**src/rtl/irq_arbiter.sv**
```systemverilog
// Interrupt request/enable registers with 68000 priority encoding.
// All state advances only on clk edges qualified by clk7_en.
module irq_arbiter (
    input  logic        clk,
    input  logic        clk7_en,
    input  logic        reset,
    input  logic        wr,
    input  logic [8:1]  reg_address_in,
    input  logic [15:0] data_in,
    output logic [15:0] data_out,
    input  logic        txint,
    input  logic        rxint,
    input  logic        vblint,
    input  logic        blckint,
    input  logic        syncint,
    input  logic        int3,
    input  logic [3:0]  audint,
    input  logic        int2,
    input  logic        int6,
    output logic [2:0]  _ipl
);

    localparam logic [8:1] INTENAR_ADDR = 8'h0E;
    localparam logic [8:1] INTREQR_ADDR = 8'h0F;
    localparam logic [8:1] INTENA_ADDR  = 8'h4D;
    localparam logic [8:1] INTREQ_ADDR  = 8'h4E;

    logic [14:0] intena_reg, intena_next;
    logic [13:0] intreq_reg, intreq_next;
    logic        int2_reg, int6_reg;
    logic [2:0]  ipl_reg;
    logic [13:0] hw_set;
    logic [13:0] act;
    logic [2:0]  level;
    logic        ena_wr, req_wr;

    assign ena_wr = wr && (reg_address_in == INTENA_ADDR);
    assign req_wr = wr && (reg_address_in == INTREQ_ADDR);

    // CIA lines are levels, so only a rising edge may raise a request.
    assign hw_set[0]    = txint;
    assign hw_set[2:1]  = 2'b00;
    assign hw_set[3]    = int2 & ~int2_reg;
    assign hw_set[4]    = int3;
    assign hw_set[5]    = vblint;
    assign hw_set[6]    = blckint;
    assign hw_set[10:7] = audint;
    assign hw_set[11]   = rxint;
    assign hw_set[12]   = syncint;
    assign hw_set[13]   = int6 & ~int6_reg;

    genvar gi;
    generate
        for (gi = 0; gi < 15; gi++) begin : g_ena
            assign intena_next[gi] = (ena_wr && data_in[gi]) ? data_in[15] : intena_reg[gi];
        end
        // Hardware set is ORed last so it overrides a same-cycle software clear.
        for (gi = 0; gi < 14; gi++) begin : g_req
            assign intreq_next[gi] = hw_set[gi] |
                                     ((req_wr && data_in[gi]) ? data_in[15] : intreq_reg[gi]);
        end
    endgenerate

    assign act = intena_reg[14] ? (intreq_reg & intena_reg[13:0]) : 14'd0;

    always_comb begin
        level = 3'd0;
        if (act[13])
            level = 3'd6;
        else if (|act[12:11])
            level = 3'd5;
        else if (|act[10:7])
            level = 3'd4;
        else if (|act[6:4])
            level = 3'd3;
        else if (act[3])
            level = 3'd2;
        else if (|act[2:0])
            level = 3'd1;
    end

    always_ff @(posedge clk) begin
        if (clk7_en) begin
            if (reset) begin
                intena_reg <= 15'd0;
                intreq_reg <= 14'd0;
                int2_reg   <= 1'b0;
                int6_reg   <= 1'b0;
                ipl_reg    <= 3'b111;
            end else begin
                intena_reg <= intena_next;
                intreq_reg <= intreq_next;
                int2_reg   <= int2;
                int6_reg   <= int6;
                ipl_reg    <= ~level;
            end
        end
    end

    assign _ipl = ipl_reg;

    always_comb begin
        data_out = 16'h0000;
        if (!wr) begin
            case (reg_address_in)
                INTENAR_ADDR: data_out = {1'b0, intena_reg};
                INTREQR_ADDR: data_out = {2'b00, intreq_reg};
                default:      data_out = 16'h0000;
            endcase
        end
    end

endmodule

```
**config.mk**
```make
export PLATFORM = sky130hd
export DESIGN_NAME = irq_arbiter
export DESIGN_NICKNAME = d
export VERILOG_FILES = /design/src/rtl/irq_arbiter.sv
export SDC_FILE = /design/constraint.sdc
export NUM_CORES = 1
export LEC_CHECK = 0
export ABC_AREA = 0
export BUFFER_PORTS_ARGS = -buffer_cell sky130_fd_sc_hd__buf_2
export CELL_PAD_IN_SITES_DETAIL_PLACEMENT = 2
export CELL_PAD_IN_SITES_GLOBAL_PLACEMENT = 2
export CORE_ASPECT_RATIO = 0.8
export CORE_MARGIN = 3
export CORE_UTILIZATION = 31
export CTS_CLUSTER_DIAMETER = 150
export CTS_CLUSTER_SIZE = 12
export DETAILED_ROUTE_END_ITERATION = 8
export PLACE_DENSITY_LB_ADDON = 0.2
export SLEW_MARGIN = 30
export SYNTH_ARGS = -nofsm -noshare
export SYNTH_HDL_FRONTEND = slang
export SYNTH_SLANG_ARGS = --single-unit
export TNS_END_PERCENT = 10
```
**constraint.sdc**
```tcl
create_clock -name clk -period 2.09 [get_ports clk]
set_input_delay 0.1045 -clock clk [delete_from_list [all_inputs] [get_ports clk]]
set_output_delay 0.1045 -clock clk [all_outputs]
set_load 0.03 [all_outputs]
```
==> out/results.txt, run 1 <==
RSZ-0062 raised after global routing - false
Synthesized cell area - 1900 um^2
Via count - 1650
Final Cycle Share - 88.3%
Register bit total from synthesis - 34
CTS resizes - 0
Synth async-reset ratio - 0%
HP Class - in -> reg
Largest register FFs - 15
Crit. End Element - primary output
Largest net degree at the start of global routing - 35
# fillers - 626
WL met3 - 247 um
Vias in the first global route - 1726
Crit path time final - 1850 ps
Setup ws final - 244 ps
Crit-path max cell delay - 410 ps
Met2 routed WL - 2960 um
Unique masters post-synth - 31
Final GP Congestion - 0.727
Lkg Pwr - 0.959 nW
GRT Overall Usage - 17.1%
Die Y - 76.1 um
TritonCTS Sinks - 34
Root buf cell - clkbuf_8
IO Count - 59
Iteration-0 DRC Markers - 81
DRT met1 WL - 2650 um
Slowest cell on the critical path - or3_4
Worst-skew pair later-pin latency - 280 ps
Worst Tran Pin Value - 662 ps
Top fanout value on the critical path - 14
Vias/cell - 5.25
PD cells - 622 nW/um^2
Clock Skews - 4.44 ps
Hold_buf cts - 0
WS Path Type - in -> out
Ys flop type - edfxtp_1
First-pass GRT wire length - 9430 um
Crit path from - reg_address_in[6]
Peak VDD IR - 0.193 mV
Average wire per standard cell - 18.9 um
Syn_nets - 218
Final Setup Violations - 0
Grt ovf - 0
Syn. warnings - 0
Req. time, crit path - 1990 ps
Post-route ant nets - 0
First-pass DRT Iterations - 4
Cts bufs inserted - 5
Clk pin slew, worst setup/hold paths - 70 ps
Final Net Count - 276
Mapped Cells - 178
EDFF count, synth - 34
CTS max path bufs - 2
Final Max Slew Viols - 0
Effective utilization at floorplan - 33.5%
Max_cap viols - 0
TritonCTS clock tree - built
Status - complete, no violations
Worst rel slew slack - 55.7%
Antenna diode count - 0
Post-route cell area - 2380 um^2
Final Routed Wirelength - 5940 um
Setup TNS - 0 ps
Floorplan row count - 24
Ratio of cells with drive above 1 in the final layout - 31.8%
Place WS - 129 ps
Avg Cell Area, Syn - 10.7 um^2
Post-CTS Setup Inserts - 0
Placed wire-length estimate - 4210 um
HP Start - int6
FF/Latch Area - 1020 um^2
Drt drc - 0
Most frequent cells in the layout - buf_2, edfxtp_1, a21oi_1, nor2b_1
Die footprint - 7120 um^2
Core Region - 5680 um^2
Commonest non-fill, non-tap cell in the layout - buf_2
CP Launch Type - input pin
PnR Total Power - 0.00148 W
Final hold slack - 146 ps
Cell Area, Placed - 2300 um^2
Area grow syn2layout - 25.2%
Number of I/O port buffers - 57
Htree depth - 2
Antenna violations before repair - 0
FMAX - 542 MHz
Worst-path cell chain - buf_2, or3_4, or3_4, nor3_4, buf_12, a22o_1, buf_2
Horiz. Die Dim - 93.6 um
Reg2reg start - intreq_reg[6]
Register area share after synthesis - 53.7%
Final Hold Viols - 0
CP Data Arrival Time - 1740 ps
Uppermost layer routed - met4
Multi-input gate area - 762 um^2
[area by class of cell]
class,count,share of cell area (%)
repair buffers,63,15.4
clock buffers,7,3.21
multi-input cells,117,32.0
flip-flops and latches,34,42.9
inverters,15,2.36
well taps,78,4.10
[cell usage after synthesis, types with 3 or more instances]
cell	count	area share, %
o21ai_0	13	3.4
inv_1	15	3.0
nand3_1	3	0.79
nor2b_1	20	6.6
a31oi_1	10	3.3
clkbuf_1	6	1.2
nand2_1	4	0.79
buf_4	3	1.2
a21oi_1	29	7.6
edfxtp_1	34	54
a22o_1	15	6.9
[per-layer routing]
layer | up-vias | track usage (%)
met4 | 0 | 4.18
met2 | 38 | 28.8
met5 | - | 0
met1 | 821 | 22.5
li1 | 785 | -
met3 | 6 | 3.36
[metrics by stage]
step / utilization (%) / cells
finish: 42.0 / 314
global route: 42.0 / 314
CTS: 42.0 / 314
detailed placement: 40.6 / 307
global placement: 40.6 / 307
floorplan: - / 178
[kinds of logic after synthesis]
family | after synthesis | synth area share, %
buf+inv | 27 | 6.38
compound gates | 76 | 25.3
other cells | 1 | 0.197
simple gates | 40 | 14.5
flops | 34 | 53.7
[path summary, 6_finish.rpt]
kind                 end  slack (ps)  cells past startpoint
min reg2reg      _ipl[0]         700                      2
max          data_out[5]         240                      7
min             int6_reg         150                      2
max reg2reg      _ipl[0]         640                      4
[power by group]
| group | leakage, nW | switching (W) | internal, W | total (W) |
|---|---|---|---|---|
| sequential | 0.314 | 0.0000263 | 0.000805 | 0.000832 |
| clock | 0.0383 | 0.000227 | 0.000229 | 0.000456 |
| combinational | 0.606 | 0.000115 | 0.0000779 | 0.000192 |
[critical path: cells and delay by family]
kind	cells	cell delay, ps
and+or+nand+nor	3	1000
AOI/OAI and AO/OA	1	170
buffers and inverters	3	460
Note: power is estimated with default switching activity, not from simulation.
==> inputs of run 2 (changes only) <==
--- a/config.mk
+++ b/config.mk
@@ -12,7 +12,6 @@
 export CORE_ASPECT_RATIO = 0.8
 export CORE_MARGIN = 3
 export CORE_UTILIZATION = 31
-export CTS_CLUSTER_DIAMETER = 150
 export CTS_CLUSTER_SIZE = 12
 export DETAILED_ROUTE_END_ITERATION = 8
 export PLACE_DENSITY_LB_ADDON = 0.2
==> constraint.sdc (replaced) <==
create_clock -name clk -period 1.8 [get_ports clk]
set_input_delay 0.09 -clock clk [delete_from_list [all_inputs] [get_ports clk]]
set_output_delay 0.09 -clock clk [all_outputs]
set_load 0.03 [all_outputs]
==> run 2 against run 1 <==
- largest power group unchanged
- clock power up 55%
- cell area rose by 4.5%
- non-clock buffer count increased by 6
==> out/results.txt, run 2 (synthesized netlist as in run 1, its figures left out) <==
Status - complete, no violations
Iteration-0 DRC Markers - 98 (+21%)
Req. time, crit path - 1710 ps (-280 ps)
NetSw - 0.000464 W (+26%)
Non-Filler Instances - 321 (+2.2%)
Grt ovf - 0 (unchanged)
Worst Tran Pin Value - 633 ps (-28.9 ps)
Drt drc - 0 (unchanged)
Clock Power Share - 37.2% (+6.4 points)
Core Region - 5680 um^2 (unchanged)
FF/Latch Area - 1020 um^2 (unchanged)
HP Class - in -> reg
Post-CTS Setup Inserts - 0 (unchanged)
Int Power - 0.00144 W (+30%)
Largest register FFs - 15 (unchanged)
Floorplan row count - 24 (unchanged)
Peak VDD IR - 0.287 mV (+49%)
Crit. End Element - primary output
GRT Overall Usage - 18.7% (+1.6 points)
Worst Hold Path EP - int6_reg
Comb pwr share - 12.0% (-1.0 points)
Most frequent cells in the layout - buf_2, edfxtp_1, a21oi_1, buf_4, nor2b_1
TritonCTS clock tree - built
Post-route ant nets - 0 (unchanged)
Lkg Pwr - 1.00 nW (+4.3%)
Final Routed Wirelength - 6360 um (+7.1%)
Hold_buf cts - 0 (unchanged)
Antenna diode count - 0 (unchanged)
Clk pin slew, worst setup/hold paths - 60 ps (about the same)
PnR Total Power - 0.00191 W (+29%)
Ratio of cells with drive above 1 in the final layout - 33.7% (+2.0 points)
Final Setup Violations - 0 (unchanged)
RSZ-0062 raised after global routing - true
CTS max path bufs - 2 (unchanged)
Final Cycle Share - 96.8%
Reg2reg start - intreq_reg[8]
Clock Skews - 10.8 ps (+6.31 ps)
Vias/cell - 5.30 (+0.78%)
Sw frac - 24.3% (-0.53 points)
Max_cap viols - 0 (unchanged)
Cts bufs inserted - 5 (unchanged)
TritonCTS Sinks - 34 (unchanged)
Final Hold Viols - 0 (unchanged)
Placed wire-length estimate - 4460 um (+5.9%)
Setup ws final - 57.4 ps (-187 ps)
Top fanout value on the critical path - 14 (unchanged)
IO Count - 59 (unchanged)
First-pass DRT Iterations - 4 (unchanged)
Place WS - 9.16 ps (-120 ps)
WS Path Type - in -> out
PD cells - 767 nW/um^2 (+23%)
Multi-input gate area - 762 um^2 (unchanged)
Effective utilization at floorplan - 33.5% (unchanged)
Worst rel slew slack - 57.6% (+1.9 points)
# fillers - 620 (-0.96%)
Crit path time final - 1740 ps
CP Launch Type - input pin
Horiz. Die Dim - 93.6 um (unchanged)
Largest net degree at the start of global routing - 35 (unchanged)
R2r endpoint - _ipl[1]
Root buf cell - clkbuf_8
CP Data Arrival Time - 1650 ps (-90 ps)
Via count - 1700 (+3.0%)
Htree depth - 2 (unchanged)
Post-route cell area - 2490 um^2 (+4.5%)
FMAX - 574 MHz
Die footprint - 7120 um^2 (unchanged)
Cell Area, Placed - 2340 um^2 (+1.4%)
Final GP Congestion - 0.732 (+0.69%)
R2R setup slack - 340 ps (-300 ps)
HP Start - int6
Reg power frac - 50.8% (-5.4 points)
Worst R2R Path Depth - 4 (unchanged)
Area grow syn2layout - 30.8%
Commonest non-fill, non-tap cell in the layout - buf_2
Die Y - 76.1 um (unchanged)
Vias in the first global route - 1876 (+8.7%)
Final Net Count - 282 (+2.2%)
Hold Crit Depth - 2 (unchanged)
Number of I/O port buffers - 57 (unchanged)
Final hold slack - 139 ps (-7.19 ps)
First-pass GRT wire length - 10200 um (+7.9%)
Final Max Slew Viols - 0 (unchanged)
Post-placement cell count - 313 (+2.0%)
Antenna violations before repair - 0 (unchanged)
Average wire per standard cell - 19.8 um (+4.8%)
Worst-skew pair later-pin latency - 290 ps (about the same)
## run 2: cell types whose count changed in the layout (fill, tap and decap cells not counted), sizes merged
cell	delta
bufinv	+1
buf	+6
## run 2: layout make-up
class | count | share of cell area, %
Multi-Input combinational cell | 117 | 30.6
Inverter | 15 | 2.26
Sequential cell | 34 | 41.0
Timing Repair Buffer | 69 | 17.9
Tap cell | 78 | 3.92
Clock buffer | 7 | 3.07
Clock inverter | 1 | 1.21
## run 2: critical path: stages
cell and delay, ps:
buf_6 90, or3_4 390, or3_4 360, nor3_4 210, buf_12 170, a22o_1 190, buf_6 140
## run 2: per-stage QoR
| stage | setup TNS (ps) | util [%] |
|---|---|---|
| finish | 0 | 43.8 |
| global route | -43.3 | 43.8 |
| CTS | 0 | 43.1 |
| detailed placement | 0 | 41.2 |
| global placement | 0 | 41.1 |
| floorplan | 0 | - |
## run 2: how the worst max path moves through the flow
stage | startpoint | end | slack, ps | depth (start not counted)
global route | reg_address_in[6] | data_out[5] | -10 | 7
detailed placement | reg_address_in[6] | intena_reg[3] | 9 | 7
finish | reg_address_in[6] | data_out[13] | 60 | 7
global placement | reg_address_in[6] | intena_reg[1] | 10 | 7
floorplan | reg_address_in[6] | data_out[10] | 160 | 5
CTS | reg_address_in[6] | data_out[4] | 20 | 7
## run 2: power by group through the flow
stage / clock [W] / sequential (W) / combinational, W
4_1_cts: 0.000714 / 0.000970 / 0.000230
6_report: 0.000709 / 0.000969 / 0.000230
5_1_grt: 0.000763 / 0.000978 / 0.000258
3_5_place_dp: 0 / 0.000986 / 0.000226
3_3_place_gp: 0 / 0.000984 / 0.000218
2_1_floorplan: 0 / 0.000980 / 0.000114
## run 2: repair_timing
item,4_1_cts,5_1_grt
setup endpoints to repair,1,14
resized for setup,1,25
pin swaps,0,1
## run 2: layer usage
layer | routed length [um] | GRT usage (%) | part of all wire, % | up-vias
met2 | 3060 | 29.4 | 48 | 41
met3 | 261 | 4.64 | 4.1 | 4
li1 | - | - | - | 797
met4 | 50 | 4.33 | 0.79 | 0
met5 | 0 | 0 | 0 | -
met1 | 2990 | 26.0 | 47 | 858
